==> config.mk <==
export PLATFORM = sky130hd
export DESIGN_NAME = virtual_ow_rom_layer
export DESIGN_NICKNAME = d
export VERILOG_FILES = /design/src/rtl/virtual_ow_pkg.sv /design/src/rtl/virtual_ow_rom_layer.sv
export SDC_FILE = /design/constraint.sdc
export NUM_CORES = 1
export LEC_CHECK = 0
export BUFFER_PORTS_ARGS = -buffer_cell sky130_fd_sc_hd__buf_2
export CELL_PAD_IN_SITES_DETAIL_PLACEMENT = 1
export CELL_PAD_IN_SITES_GLOBAL_PLACEMENT = 2
export CORE_AREA = 2 2 73 82
export CTS_CLUSTER_DIAMETER = 30
export DETAILED_ROUTE_END_ITERATION = 8
export DIE_AREA = 0 0 75 84
export GPL_TIMING_DRIVEN = 0
export MAX_ROUTING_LAYER = met4
export PLACE_DENSITY = 0.88
export SLEW_MARGIN = 20
export SYNTH_ARGS = -nofsm -noshare
export SYNTH_HDL_FRONTEND = slang
export SYNTH_SLANG_ARGS = --single-unit
==> constraint.sdc <==
create_clock -name clk -period 3.55 [get_ports clk]
set_input_delay 0.5325 -clock clk [delete_from_list [all_inputs] [get_ports clk]]
set_output_delay 0.5325 -clock clk [all_outputs]
set_load 0.05 [all_outputs]
==> src/rtl/virtual_ow_pkg.sv <==
// Shared definitions for the emulated 1-Wire ROM layer: ROM command codes and FSM state encoding.
package virtual_ow_pkg;

  localparam logic [7:0] CMD_READ_ROM  = 8'h33;
  localparam logic [7:0] CMD_MATCH_ROM = 8'h55;
  localparam logic [7:0] CMD_SKIP_ROM  = 8'hCC;
  localparam logic [7:0] CMD_SEARCH    = 8'hF0;
  localparam logic [7:0] CMD_RESUME    = 8'hA5;
  localparam logic [7:0] CMD_OD_SKIP   = 8'h3C;
  localparam logic [7:0] CMD_OD_MATCH  = 8'h69;

  typedef enum logic [2:0] {
    ST_IDLE     = 3'd0,
    ST_CMD      = 3'd1,
    ST_READ_ROM = 3'd2,
    ST_MATCH    = 3'd3,
    ST_SRCH_BIT = 3'd4,
    ST_SRCH_CMP = 3'd5,
    ST_SRCH_DIR = 3'd6,
    ST_SELECTED = 3'd7
  } state_t;

endpackage

==> src/rtl/virtual_ow_rom_layer.sv <==
// 1-Wire slave ROM-function layer: decodes ROM commands and emulates ROM_ID for read/match/search.
// Slot-driven: state advances one cycle after slotDone; txEn/txBit follow the registered state.
module virtual_ow_rom_layer
  import virtual_ow_pkg::*;
#(
  parameter logic [63:0] ROM_ID       = 64'h6A00_0000_1234_562D,
  parameter bit          EN_OVERDRIVE = 1'b1,
  parameter bit          EN_SEARCH    = 1'b1,
  parameter bit          EN_RESUME    = 1'b1
) (
  input  logic       clk,
  input  logic       rst,
  input  logic       busRst,
  input  logic       odBusRst,
  input  logic       slotDone,
  input  logic       rxBit,
  output logic       txEn,
  output logic       txBit,
  output logic       odMode,
  output logic       selected,
  output logic       romDone,
  output logic       resumeFlag,
  output logic [7:0] romCmd
);

  state_t      state_q, state_d;
  logic [5:0]  bit_cnt_q, bit_cnt_d;
  logic [7:0]  shift_q, shift_d;
  logic [7:0]  rom_cmd_q, rom_cmd_d;
  logic        disp_q, disp_d;
  logic        od_q, od_d;
  logic        sel_q, sel_d;
  logic        done_q, done_d;
  logic        rc_q, rc_d;
  logic        bus_reset;

  always_ff @(posedge clk) begin
    if (rst) begin
      state_q   <= ST_IDLE;
      bit_cnt_q <= 6'd0;
      shift_q   <= 8'h00;
      rom_cmd_q <= 8'h00;
      disp_q    <= 1'b0;
      od_q      <= 1'b0;
      sel_q     <= 1'b0;
      done_q    <= 1'b0;
      rc_q      <= 1'b0;
    end else begin
      state_q   <= state_d;
      bit_cnt_q <= bit_cnt_d;
      shift_q   <= shift_d;
      rom_cmd_q <= rom_cmd_d;
      disp_q    <= disp_d;
      od_q      <= od_d;
      sel_q     <= sel_d;
      done_q    <= done_d;
      rc_q      <= rc_d;
    end
  end

  // An overdrive-length reset only counts once the bus is already in overdrive.
  assign bus_reset = busRst | (odBusRst & od_q);

  always_comb begin
    state_d   = state_q;
    bit_cnt_d = bit_cnt_q;
    shift_d   = shift_q;
    rom_cmd_d = rom_cmd_q;
    disp_d    = disp_q;
    od_d      = od_q;
    sel_d     = sel_q;
    done_d    = 1'b0;
    rc_d      = rc_q;

    if (bus_reset) begin
      state_d   = ST_CMD;
      bit_cnt_d = 6'd0;
      sel_d     = 1'b0;
      disp_d    = 1'b0;
      if (busRst) od_d = 1'b0;
    end else begin
      case (state_q)
        ST_CMD: begin
          if (disp_q) begin
            disp_d    = 1'b0;
            bit_cnt_d = 6'd0;
            state_d   = ST_IDLE;
            case (rom_cmd_q)
              CMD_READ_ROM: begin
                state_d = ST_READ_ROM;
                rc_d    = 1'b0;
              end
              CMD_MATCH_ROM: state_d = ST_MATCH;
              CMD_SKIP_ROM: begin
                state_d = ST_SELECTED;
                rc_d    = 1'b0;
              end
              CMD_SEARCH: if (EN_SEARCH) state_d = ST_SRCH_BIT;
              CMD_RESUME: if (EN_RESUME && rc_q) state_d = ST_SELECTED;
              CMD_OD_SKIP: if (EN_OVERDRIVE) begin
                od_d    = 1'b1;
                rc_d    = 1'b0;
                state_d = ST_SELECTED;
              end
              CMD_OD_MATCH: if (EN_OVERDRIVE) begin
                od_d    = 1'b1;
                state_d = ST_MATCH;
              end
              default: state_d = ST_IDLE;
            endcase
          end else if (slotDone) begin
            shift_d   = {rxBit, shift_q[7:1]};
            bit_cnt_d = bit_cnt_q + 6'd1;
            if (bit_cnt_q == 6'd7) begin
              rom_cmd_d = {rxBit, shift_q[7:1]};
              disp_d    = 1'b1;
              bit_cnt_d = 6'd0;
            end
          end
        end
        ST_READ_ROM: if (slotDone) begin
          if (bit_cnt_q == 6'd63) state_d = ST_SELECTED;
          else bit_cnt_d = bit_cnt_q + 6'd1;
        end
        ST_MATCH: if (slotDone) begin
          if (rxBit != ROM_ID[bit_cnt_q]) begin
            state_d = ST_IDLE;
            rc_d    = 1'b0;
          end else if (bit_cnt_q == 6'd63) begin
            state_d = ST_SELECTED;
            rc_d    = 1'b1;
          end else begin
            bit_cnt_d = bit_cnt_q + 6'd1;
          end
        end
        ST_SRCH_BIT: if (slotDone) state_d = ST_SRCH_CMP;
        ST_SRCH_CMP: if (slotDone) state_d = ST_SRCH_DIR;
        ST_SRCH_DIR: if (slotDone) begin
          if (rxBit != ROM_ID[bit_cnt_q]) begin
            state_d = ST_IDLE;
            rc_d    = 1'b0;
          end else if (bit_cnt_q == 6'd63) begin
            state_d = ST_SELECTED;
            rc_d    = 1'b1;
          end else begin
            bit_cnt_d = bit_cnt_q + 6'd1;
            state_d   = ST_SRCH_BIT;
          end
        end
        default: ;
      endcase
    end

    if (state_d == ST_SELECTED && state_q != ST_SELECTED) begin
      sel_d  = 1'b1;
      done_d = 1'b1;
    end
  end

  always_comb begin
    txEn  = 1'b0;
    txBit = 1'b0;
    case (state_q)
      ST_READ_ROM, ST_SRCH_BIT: begin
        txEn  = 1'b1;
        txBit = ROM_ID[bit_cnt_q];
      end
      ST_SRCH_CMP: begin
        txEn  = 1'b1;
        txBit = ~ROM_ID[bit_cnt_q];
      end
      default: ;
    endcase
  end

  assign odMode     = od_q;
  assign selected   = sel_q;
  assign romDone    = done_q;
  assign resumeFlag = rc_q;
  assign romCmd     = rom_cmd_q;

endmodule

Yosys cells after proc, flatten, opt, wreduce, memory -nomap -nowiden
Memory sizes are Yosys's and may differ from the RTL's. A register that Yosys moved wholly into a read port is not among the register bits.
Cells that the tools add are included.

word-level totals
  logic and storage cells = 107
  memories = 1
  bits of input ports = 6
  flip-flop bits (word level) = 30
  output and inout bits = 14
  memory bits (read-only) = 64

operators by class
  eq/ne operators = 26
  muxes and demuxes = 44
  bitwise logic cells = 5
  add/subtract/negate cells = 1
  order comparisons = 1
  reductions and logical operators = 20

memories
  name             words  bits a word  read ports  clocked after Yosys merged registers in  write ports  line                         RTL
  (no name shown)  64     1            1           1                                        0            virtual_ow_rom_layer.sv:170  txBit = ~ROM_ID[bit_cnt_q];

operators with widths
  cell                                                                           number
  6-bit 2-to-1 mux                                                               9
  3-bit 2-to-1 mux                                                               11
  8-bit equality test (second input constant)                                    3
  1-bit 2-to-1 mux                                                               18
  3-bit one-hot mux with 6 select lines                                          1
  6-bit one-hot mux with 3 select lines                                          1
  8-bit by 6-bit equality test with 1-bit output (second input constant)         2
  8-bit by 7-bit equality test with 1-bit output (second input constant)         2
  3-bit one-hot mux with 5 select lines                                          1
  3-bit equality test (second input constant)                                    4
  2-bit OR reduction                                                             6
  2-bit inequality test (second input constant)                                  5
  5-bit AND reduction                                                            2
  2-bit nonzero test                                                             5
  4-bit AND reduction                                                            2
  6-bit by 7-bit less-than comparator with 1-bit output (second input constant)  1
  6-bit by 1-bit adder with 6-bit output (second input constant)                 1
  3-bit by 2-bit equality test with 1-bit output (second input constant)         2
  6-bit by 3-bit equality test with 1-bit output (second input constant)         1
  6-bit equality test (second input constant)                                    1
  3-bit inequality test (second input constant)                                  2
  6-bit AND reduction                                                            1
  3-bit OR reduction                                                             2
  1-bit one-hot mux with 2 select lines                                          2
  10 further kinds                                                               12

Longest topological paths before layout
Gate-level depths: netlist of the first run.

  depth after elaboration = 10
  depth in mapped cells = 12
  depth with buffers taken out = 11

Worst setup path before layout of the first run
No wires, ideal clock.

  path type = register -> output
  start point = register state_q[2]
  end point = output port txBit
  path slack = 1.075 ns
  path buffers = 2
  cell stages (with the launch flop) = 4
  data arrival time = 1.942 ns
  data required time = 3.017 ns
  cell sequence = dfxtp_1 > buf_2 > buf_1 > o32ai_1

on the way
  longest elaborated chain between the ends = 3
  elaborated cells between the ends (all ways) = 5

RTL lines
  element                                                                                line                         RTL
  start: declaration                                                                     virtual_ow_rom_layer.sv:26   state_t state_q, state_d;
  start signal: assignment                                                               virtual_ow_rom_layer.sv:49   state_q <= state_d;
  3-bit by 2-bit equality test with 1-bit output or 3-bit equality test (tied branches)  virtual_ow_rom_layer.sv:163  case (state_q)
  2-bit OR reduction                                                                     -
  1-bit one-hot mux with 2 select lines *                                                virtual_ow_rom_layer.sv:163
  end: declaration                                                                       virtual_ow_rom_layer.sv:18   output logic txBit,

Mark *: on every way between the ends. The rest lies on a longest branch, timed or not.

==> qor.txt, run 1 <==
Post-synth top area share -> 30.1%
Avg Cell Area, Syn -> 8.36 um^2
# diodes -> 0
RR Startpoint -> bit_cnt_q[0]$_SDFFE_PP0P_
Seq cells post-synth -> 30
Final WL -> 5300 um
Die Y -> 84 um
Cell Area, Synth -> 2000 um^2
Worst setup SP type -> flop
Worst path required time -> 3.71 ns
PD cells -> 302 nW/um^2
Syn Nets -> 249
Multiplexer share of the synthesized area -> 11.8%
GRT Total Usage -> 18.9%
Endpoint, Worst Hold -> odMode$_SDFFE_PP0P_
Post-route ant nets -> 0
Sequential share of the synthesized area -> 30.1%
Worst reg2reg path depth -> 10
DP Area -> 2190 um^2
Fmax -> 366 MHz
Period utilization -> 76.9%
First DRT Iteration DRCs -> 86
Largest net degree at the start of global routing -> 11
Simple-gate share of the synthesized area -> 27.9%
1st-pass router iterations -> 4
Largest family of logic cells by synthesized area -> simple AND/OR/NAND/NOR gates
Final nets -> 275
EDFF count, synth -> 0
CTS Buffer Depth -> 2
Die Wd -> 75 um
# IOs -> 20
Design area -> 2280 um^2
WP data arrival -> 2.90 ns
Post-Synth Adder-Cell Area -> 2.50%
Core area -> 5550 um^2
Hold Path Class -> in -> reg
CTS tree -> built
Root buffer cell -> clkbuf_8
Max-cap viol count -> 0
Worst skew pair latency -> 0.29 ns
Count of final max-slew check failures -> 0
Gr ovfl total -> 0
Ys Warns -> 0
Full die area -> 6300 um^2
Status -> completed
Async SR Flop Fraction -> 0%
Compound-Gate Fraction of Synth Area -> 20.3%
Mean routed wirelength per cell -> 15.4 um
Initial antenna violation count -> 0
Routability Congestion -> 0.865
First-pass GRT wire length -> 9000 um
Setup TNS -> 0 ns
Synth Area in XOR/XNOR -> 2.13%
Vias -> 1855
Worst Path Max Fanout -> 6
CP endpoint kind -> flop
Cell taking the most area after synthesis -> dfxtp_1
Yosys cell types -> 66
Post-CTS Hold Buffers -> 0
Num CTS Buffers -> 5
Reg clk slew, reported paths -> 0.07 ns
Vias in the first global route -> 1860
CP startpoint -> bit_cnt_q[0]$_SDFFE_PP0P_
Std-Cell Rows -> 29
Synth Instances -> 239
Fin. Hold Viols -> 0
R2R Setup Slk -> 0.82 ns
Predominant post-synthesis flop cell -> dfxtp_1
Commonest non-fill, non-tap cell in the layout -> dfxtp_1
Synth-to-Final Area Change -> 14.3%
Clock skew -> 0.0110 ns
Fin crit period -> 2.73 ns
DP HPWL -> 4100 um
Fraction of layout cells with a size suffix above 1 -> 20.3%
Via density -> 5.41
Commonest cells after routing, fill and taps aside -> 30 x dfxtp_1, 26 x nor2_1, 21 x buf_2
Hold_sp -> busRst
Max VDD drop -> 0.183 mV
H-tree depth -> 2
Sink Count -> 30
CTS-repair resized insts -> 0
Leakage power -> 0.965 nW
DRC Markers -> 0
RSZ-0062 raised after global routing -> false
Post-CTS Repair Setup Buffers -> 0
# setup viols final -> 0
WS Path Type -> reg -> reg
Top cells by area, synth -> dfxtp_1 30%, mux2i_1 9.5%, nor2_1 4.9%, a21oi_1 3.8%, nand2_1 3.2%
Least-Margin Pin Slew -> 0.508 ns
Initial Util -> 36.0%
IO buf count -> 19
Worst hold path stage count -> 2
Max transition margin -> 66.2%
[synthesized netlist by cell type, drive strengths merged (2+ instances only)]
cell type	count
or2	2
xor2	2
nand2	17
a21oi	16
nand3	9
o31ai	3
nand4b	2
inv	12
o22ai	2
or3	4
xnor2	2
nand4bb	3
a211o	2
o21a	2
mux2	4
ha	4
clkbuf	4
nor3	13
a211oi	4
buf	7
nand2b	6
a21boi	2
nor2	27
o21ai	5
mux2i	19
a31oi	5
nand4	5
and2	4
o211ai	3
dfxtp	30
and3	3
[power breakdown]
group,total [mW],switching [mW],internal (mW)
clock network,0.294,0.139,0.156
logic,0.0561,0.0362,0.0199
registers,0.340,0.00171,0.338
[through the flow]
step                      instances  setup slack [ns]  power (mW)  hold slack [ns]  util (%)
final                           343             0.819       0.691            0.482      41.2
after global routing            343             0.683       0.724            0.475      41.2
after CTS                       343             0.812       0.701            0.476      41.2
after detailed placement        335             0.717       0.404            0.485      39.4
after global placement          335             0.731       0.403            0.471      39.4
after floorplan                 239              1.08       0.386            0.460         -
[how the worst max path moves through the flow]
stage,to,slack (ns),cells after the start
after floorplan,txBit,1.08,3
after global routing,flop,0.68,10
final,flop,0.82,10
after global placement,flop,0.73,11
after detailed placement,flop,0.72,11
after CTS,flop,0.81,10
[routing by layer]
layer  up-vias  track usage (%)  share of wire, %
met2        26             27.7                48
li1        923                -                 -
met5         -                -                 0
met3         8             3.86               2.0
met1       898             25.5                48
met4         0             6.66               1.9
[sequential cells by signal, summed over array words and instances (netlist names), named ones only]
| register | count |
|---|---|
| bit_cnt_q | 6 |
| disp_q | 1 |
| odMode | 1 |
| resumeFlag | 1 |
| romCmd | 8 |
| romDone | 1 |
| selected | 1 |
| shift_q | 7 |
| state_q | 3 |
[area by class of cell]
class                           instances  area, um^2
Clock inverter                          2        12.5
Tap cell                               77        96.3
Multi-Input combinational cell        186        1290
Timing Repair Buffer                   19        95.1
Inverter                               12        45.0
Fill cell                             691        3270
Clock buffer                            6        82.6
Buffer                                 11        62.6
Sequential cell                        30         601
[cells by family (layout without fill, tap and decap cells)]
logic type / Yosys count / count (layout)
simple gates: 102 / 102
compound gates: 53 / 53
flops: 30 / 30
mux: 23 / 23
buf+inv: 23 / 50
fa+ha+maj: 4 / 4
xor+xnor: 4 / 4
[worst max-delay path, cell delays in order, from the launching register on]
cell and delay (ns):
dfxtp_1 0.37, ha_1 0.27, and4_1 0.30, and3_1 0.24
nand2b_2 0.20, mux2_2 0.38, ha_1 0.23, nand2b_1 0.14
o311a_1 0.28, o211ai_1 0.08, nand3_1 0.10
Note: power is estimated with default switching activity, not from simulation.
==> inputs of run 2 (changes only) <==
- CORE_AREA: 2 2 73 82 -> 2 2 76 85
- DIE_AREA: 0 0 75 84 -> 0 0 78 87
- PLACE_DENSITY: 0.88 -> 0.83
- clock period: 3.55 -> 2.8 ns (I/O delays scaled with it)
==> run 2 against run 1 <==
  * Clock skew decreased by 0.0070 ns
  * Clock power increased by 29%
  * Hold slack got worse by 0.11 ns
  * Utilization decreased by 2.7 points
  * Total power increased by 28%
  * Via count decreased by 1.6%
  * Critical path type unchanged
==> qor.txt, run 2 (synthesized netlist as in run 1, its figures left out) <==
WP data arrival -> 2.75 ns (-0.15 ns)
H-tree depth -> 2 (unchanged)
Worst path required time -> 2.96 ns (-0.75 ns)
Worst setup SP type -> flop
First DRT Iteration DRCs -> 73 (-15%)
# IOs -> 20 (unchanged)
IO buf count -> 19 (unchanged)
Full die area -> 6790 um^2 (+7.7%)
Num CTS Buffers -> 5 (unchanged)
RSZ-0062 raised after global routing -> false
Worst skew pair latency -> 0.28 ns (about the same)
# setup viols final -> 0 (unchanged)
PD cells -> 382 nW/um^2 (+27%)
Mean routed wirelength per cell -> 15.9 um (+2.7%)
Period utilization -> 92.6% (+16 points)
CTS Buffer Depth -> 2 (unchanged)
DP HPWL -> 4150 um (+1.2%)
First-pass GRT wire length -> 9160 um (+1.8%)
Commonest non-fill, non-tap cell in the layout -> dfxtp_1
Final WS setup -> 0.207 ns (-0.612 ns)
Initial antenna violation count -> 0 (unchanged)
1st-pass router iterations -> 4 (unchanged)
CP endpoint kind -> flop
Setup TNS -> 0 ns (unchanged)
Hold Path Class -> in -> reg
GRT Total Usage -> 17.3% (-1.6 points)
Die Wd -> 78 um (+4.0%)
Vias -> 1825 (-1.6%)
CTS tree -> built
Core area -> 6010 um^2 (+8.2%)
Worst Path Max Fanout -> 10 (+4)
Leakage power -> 0.961 nW (-0.40%)
Largest register FFs -> 8 (unchanged)
Final WL -> 5490 um (+3.6%)
DRC Markers -> 0 (unchanged)
Via density -> 5.27 (-2.5%)
Max VDD drop -> 0.240 mV (+31%)
Final nets -> 275 (unchanged)
Fin. Hold Viols -> 0 (unchanged)
Fmax -> 386 MHz (+5.3%)
Sink Count -> 30 (unchanged)
Max transition margin -> 68.0% (+1.8 points)
Die Y -> 87 um (+3.6%)
Post-route ant nets -> 0 (unchanged)
Reg clk slew, reported paths -> 0.07 ns (about the same)
# diodes -> 0 (unchanged)
Dpl ws -> 0.0507 ns (-0.666 ns)
Root buffer cell -> clkbuf_8
Status -> completed
Commonest cells after routing, fill and taps aside -> 28 x dfxtp_1, 26 x nor2_1, 21 x buf_2
Std-Cell Rows -> 30 (+3.4%)
Count of final max-slew check failures -> 0 (unchanged)
Synth-to-Final Area Change -> 15.6%
Routability Congestion -> 0.873 (+0.94%)
Fin crit period -> 2.59 ns (-0.138 ns)
Gr ovfl total -> 0 (unchanged)
Clock skew -> 0.00400 ns (-0.00702 ns)
Max-cap viol count -> 0 (unchanged)
Least-Margin Pin Slew -> 0.480 ns (-0.0276 ns)
Largest net degree at the start of global routing -> 11 (unchanged)
Initial Util -> 33.3% (-2.7 points)
Pwr Total -> 883 uW (+28%)
Vias in the first global route -> 1878 (+0.97%)
Fraction of layout cells with a size suffix above 1 -> 22.2% (+1.9 points)
WS Path Type -> reg -> reg
-- run 2: cell types whose count changed in the layout (fill, tap and decap cells not counted) --
cell,before,now
and4_2,0,1
dfxtp_1,30,28
ha_4,0,1
and3_1,3,2
ha_1,4,3
and4_1,1,0
and3_4,0,1
dfxtp_2,0,2
-- run 2: cell type report --
type                       instances  area [um^2]
fill                             763         3700
buffer                            11         62.6
inverter                          12         45.0
clock buffer                       6         82.6
clock inverter                     2         12.5
multi-input combinational        186         1310
timing repair buffer              19         95.1
sequential                        30          603
tap                               80          100
-- run 2: stage by stage --
step / cell area, um^2 / hold WS (ns) / instances / utilization, %
after floorplan: 2000 / 0.460 / 239 / -
after global placement: 2190 / 0.472 / 338 / 36.5
after detailed placement: 2190 / 0.506 / 338 / 36.5
after CTS: 2290 / 0.370 / 346 / 38.1
after global routing: 2310 / 0.387 / 346 / 38.5
final: 2310 / 0.373 / 346 / 38.5
-- run 2: final timing paths --
path         cells past startpoint                endpoint  slack (ns)               startpoint
max                             10                    flop        0.21    state_q[1]$_SDFF_PP0_
min                              2     odMode$_SDFFE_PP0P_        0.37                   busRst
max reg2reg                     10                    flop        0.21    state_q[1]$_SDFF_PP0_
min reg2reg                      2  romCmd[0]$_SDFFE_PP0P_        0.52  shift_q[1]$_SDFFE_PP0P_
-- run 2: power by group --
group	switching, mW	total [mW]	internal [mW]
Clock	0.182	0.380	0.198
Combinational	0.0461	0.0716	0.0254
Sequential	0.00266	0.432	0.429
Total	0.231	0.883	0.652
-- run 2: critical path, stage by stage (launching register included) --
cell	delay [ns]
dfxtp_1	0.40
buf_4	0.19
a21boi_2	0.24
and3_4	0.23
nand2b_2	0.17
mux2_2	0.39
ha_1	0.23
nand2b_1	0.15
o311a_1	0.28
o211ai_1	0.08
nand3_1	0.12
-- run 2: routing by layer --
metal	vias up	routed length (um)	global-route usage [%]
li1	929	-	-
met1	876	2650	21.3
met2	16	2700	30.5
met3	4	88	2.28
met4	0	46	3.83
met5	-	0	-
-- run 2: timing repair --
item	CTS	global route
endpoints found under the setup margin	0	1
gates resized for setup	0	6
hold buffers	0	0
setup buffers	0	0
==> inputs of run 3 (changes only) <==
- CORE_AREA: 2 2 76 85 -> 2 2 79 88
- CTS_CLUSTER_SIZE: default -> 40
- DIE_AREA: 0 0 78 87 -> 0 0 81 90
- PLACE_DENSITY: 0.83 -> 0.81
- clock period: 2.8 -> 2.24 ns (I/O delays scaled with it)
==> run 3 against run 2 <==
  * The flow now finishes with violations (negative setup slack)
  * Hold slack got worse by 0.065 ns
  * Critical path depth down 1
  * Fmax grew 6.7%
  * Worst setup slack got worse by 0.40 ns
  * Via count rose by 8.0%
  * Die area grew 7.4%
  * Sequential power increased by 25%
  * Sequential cell count is the same
  * Register-to-register slack got worse by 0.40 ns
  * Clock-buffer cell count stayed put
  * Utilization is 1.6 points higher
  * Design area is 12% higher
  * Largest cell class unchanged
  * Highest routed layer unchanged
==> qor.txt, run 3 (synthesized netlist as in run 1, its figures left out) <==
Final WL -> 6210 um (+13%)
Commonest cells after routing, fill and taps aside -> 25 x nor2_1, 22 x dfxtp_1, 20 x buf_2
Worst setup SP type -> flop
DP Area -> 2230 um^2 (+1.6%)
Initial Util -> 31.0% (-2.2 points)
Std-Cell Rows -> 31 (+3.3%)
Period utilization -> 108% (+16 points)
Post-route ant nets -> 0 (unchanged)
GRT Total Usage -> 18.6% (+1.2 points)
PD cells -> 439 nW/um^2 (+15%)
Max VDD drop -> 0.214 mV (-11%)
Mean routed wirelength per cell -> 17.0 um (+6.9%)
Final core occ -> 40.1% (+1.6 points)
Max transition margin -> 70.4% (+2.4 points)
Count of final max-slew check failures -> 0 (unchanged)
IO buf count -> 19 (unchanged)
Root buffer cell -> clkbuf_8
Num CTS Buffers -> 5 (unchanged)
Worst skew pair latency -> 0.30 ns (+0.02 ns)
Commonest non-fill, non-tap cell in the layout -> nor2_1
Gr ovfl total -> 0 (unchanged)
Leakage power -> 1.10 nW (+14%)
Vias in the first global route -> 2038 (+8.5%)
RSZ-0062 raised after global routing -> true
Core area -> 6440 um^2 (+7.2%)
Inst Count DP -> 340 (+0.59%)
Post-CTS Hold Buffers -> 0 (unchanged)
Worst Path Max Fanout -> 7 (-3)
CTS Buffer Depth -> 2 (unchanged)
Reg clk slew, reported paths -> 0.08 ns (about the same)
Worst path required time -> 2.41 ns (-0.55 ns)
Sink Count -> 30 (unchanged)
Post-Layout Cell Count -> 366 (+5.8%)
Initial antenna violation count -> 0 (unchanged)
Fraction of layout cells with a size suffix above 1 -> 34.5% (+12 points)
Via density -> 5.39 (+2.1%)
Hold Path Class -> in -> reg
Hold WS -> 0.308 ns (-0.0650 ns)
1st-pass router iterations -> 4 (unchanged)
Die Wd -> 81 um (+3.8%)
CP endpoint kind -> flop
First DRT Iteration DRCs -> 59 (-19%)
Status -> complete, but fails checks
Fmax -> 412 MHz (+6.7%)
# diodes -> 0 (unchanged)
Failing checks -> negative setup slack
CTS tree -> built
Final nets -> 293 (+6.5%)
Routability Congestion -> 0.797 (-8.7%)
WP data arrival -> 2.60 ns (-0.15 ns)
WS Path Type -> reg -> reg
Design area -> 2580 um^2 (+12%)
Least-Margin Pin Slew -> 0.440 ns (-0.0404 ns)
Final WS setup -> -0.190 ns (-0.397 ns)
Max-cap viol count -> 0 (unchanged)
Die Y -> 90 um (+3.4%)
First-pass GRT wire length -> 10200 um (+12%)
Largest net degree at the start of global routing -> 11 (unchanged)
Clock skew -> 0.0146 ns (+0.0106 ns)
# IOs -> 20 (unchanged)
# setup viols final -> 1 (+1)
Fin crit period -> 2.43 ns (-0.163 ns)
DRC Markers -> 0 (unchanged)
Pwr Total -> 1.13 mW (+28%)
Synth-to-Final Area Change -> 29.1%
Vias -> 1971 (+8.0%)
DP HPWL -> 4200 um (+1.2%)
H-tree depth -> 2 (unchanged)
Largest register FFs -> 8 (unchanged)
Full die area -> 7290 um^2 (+7.4%)
Fin. Hold Viols -> 0 (unchanged)
[run 3: cell count changes in the layout (fill, tap and decap cells not counted), moves of 3 or more]
cell and change:
buf_6 +3, dfxtp_1 -6, dfxtp_2 +5, nor3_2 +3, nor3_1 -3, buf_4 +16
[run 3: what timing repair did]
item                                    4_1_cts  5_1_grt
pin swaps                                     5        4
gates resized for setup                      22       10
endpoints found under the setup margin        1       13
buffers inserted                             14        4
gates cloned                                  0        0
[run 3: worst paths after layout]
path | startpoint | end | slack, ns | cells after the start
max | bit_cnt_q[2]$_SDFFE_PP0P_ | flop | -0.19 | 9
min | busRst | odMode$_SDFFE_PP0P_ | 0.31 | 2
max reg2reg | bit_cnt_q[2]$_SDFFE_PP0P_ | flop | -0.19 | 9
min reg2reg | shift_q[1]$_SDFFE_PP0P_ | romCmd[0]$_SDFFE_PP0P_ | 0.52 | 2
[run 3: metal layers]
layer / part of all wire (%) / track usage, %
met3: 3.1 / 4.02
met4: 2.6 / 7.91
met5: 0 / -
met2: 46 / 27.8
met1: 48 / 23.9
[run 3: critical path, stage by stage, from the launching register on]
cell,delay [ns]
dfxtp_1,0.48
and4_4,0.28
and3_4,0.20
nand2b_4,0.15
mux2_4,0.34
ha_4,0.17
nand2b_4,0.12
o311a_1,0.31
o211ai_1,0.11
nand3_1,0.14
[run 3: through the flow]
step           setup slack [ns]  setup TNS [ns]
2_1_floorplan           -0.0226         -0.0226
3_3_place_gp             -0.459          -0.459
3_5_place_dp             -0.504          -0.504
4_1_cts                  -0.146          -0.146
5_1_grt                  -0.295           -1.19
6_report                 -0.190          -0.190
[run 3: final cells by class]
cell class / instances / area (um^2)
well taps: 82 / 103
clock inverters: 2 / 12.5
fillers: 794 / 3860
flip-flops and latches: 30 / 613
plain buffers: 11 / 82.6
clock buffers: 6 / 82.6
repair buffers: 37 / 230
multi-input cells: 186 / 1410
inverters: 12 / 45.0
[run 3: report_power, final]
part           switching, mW  internal (mW)
clock                  0.237          0.247
sequential           0.00297          0.535
combinational         0.0648         0.0461
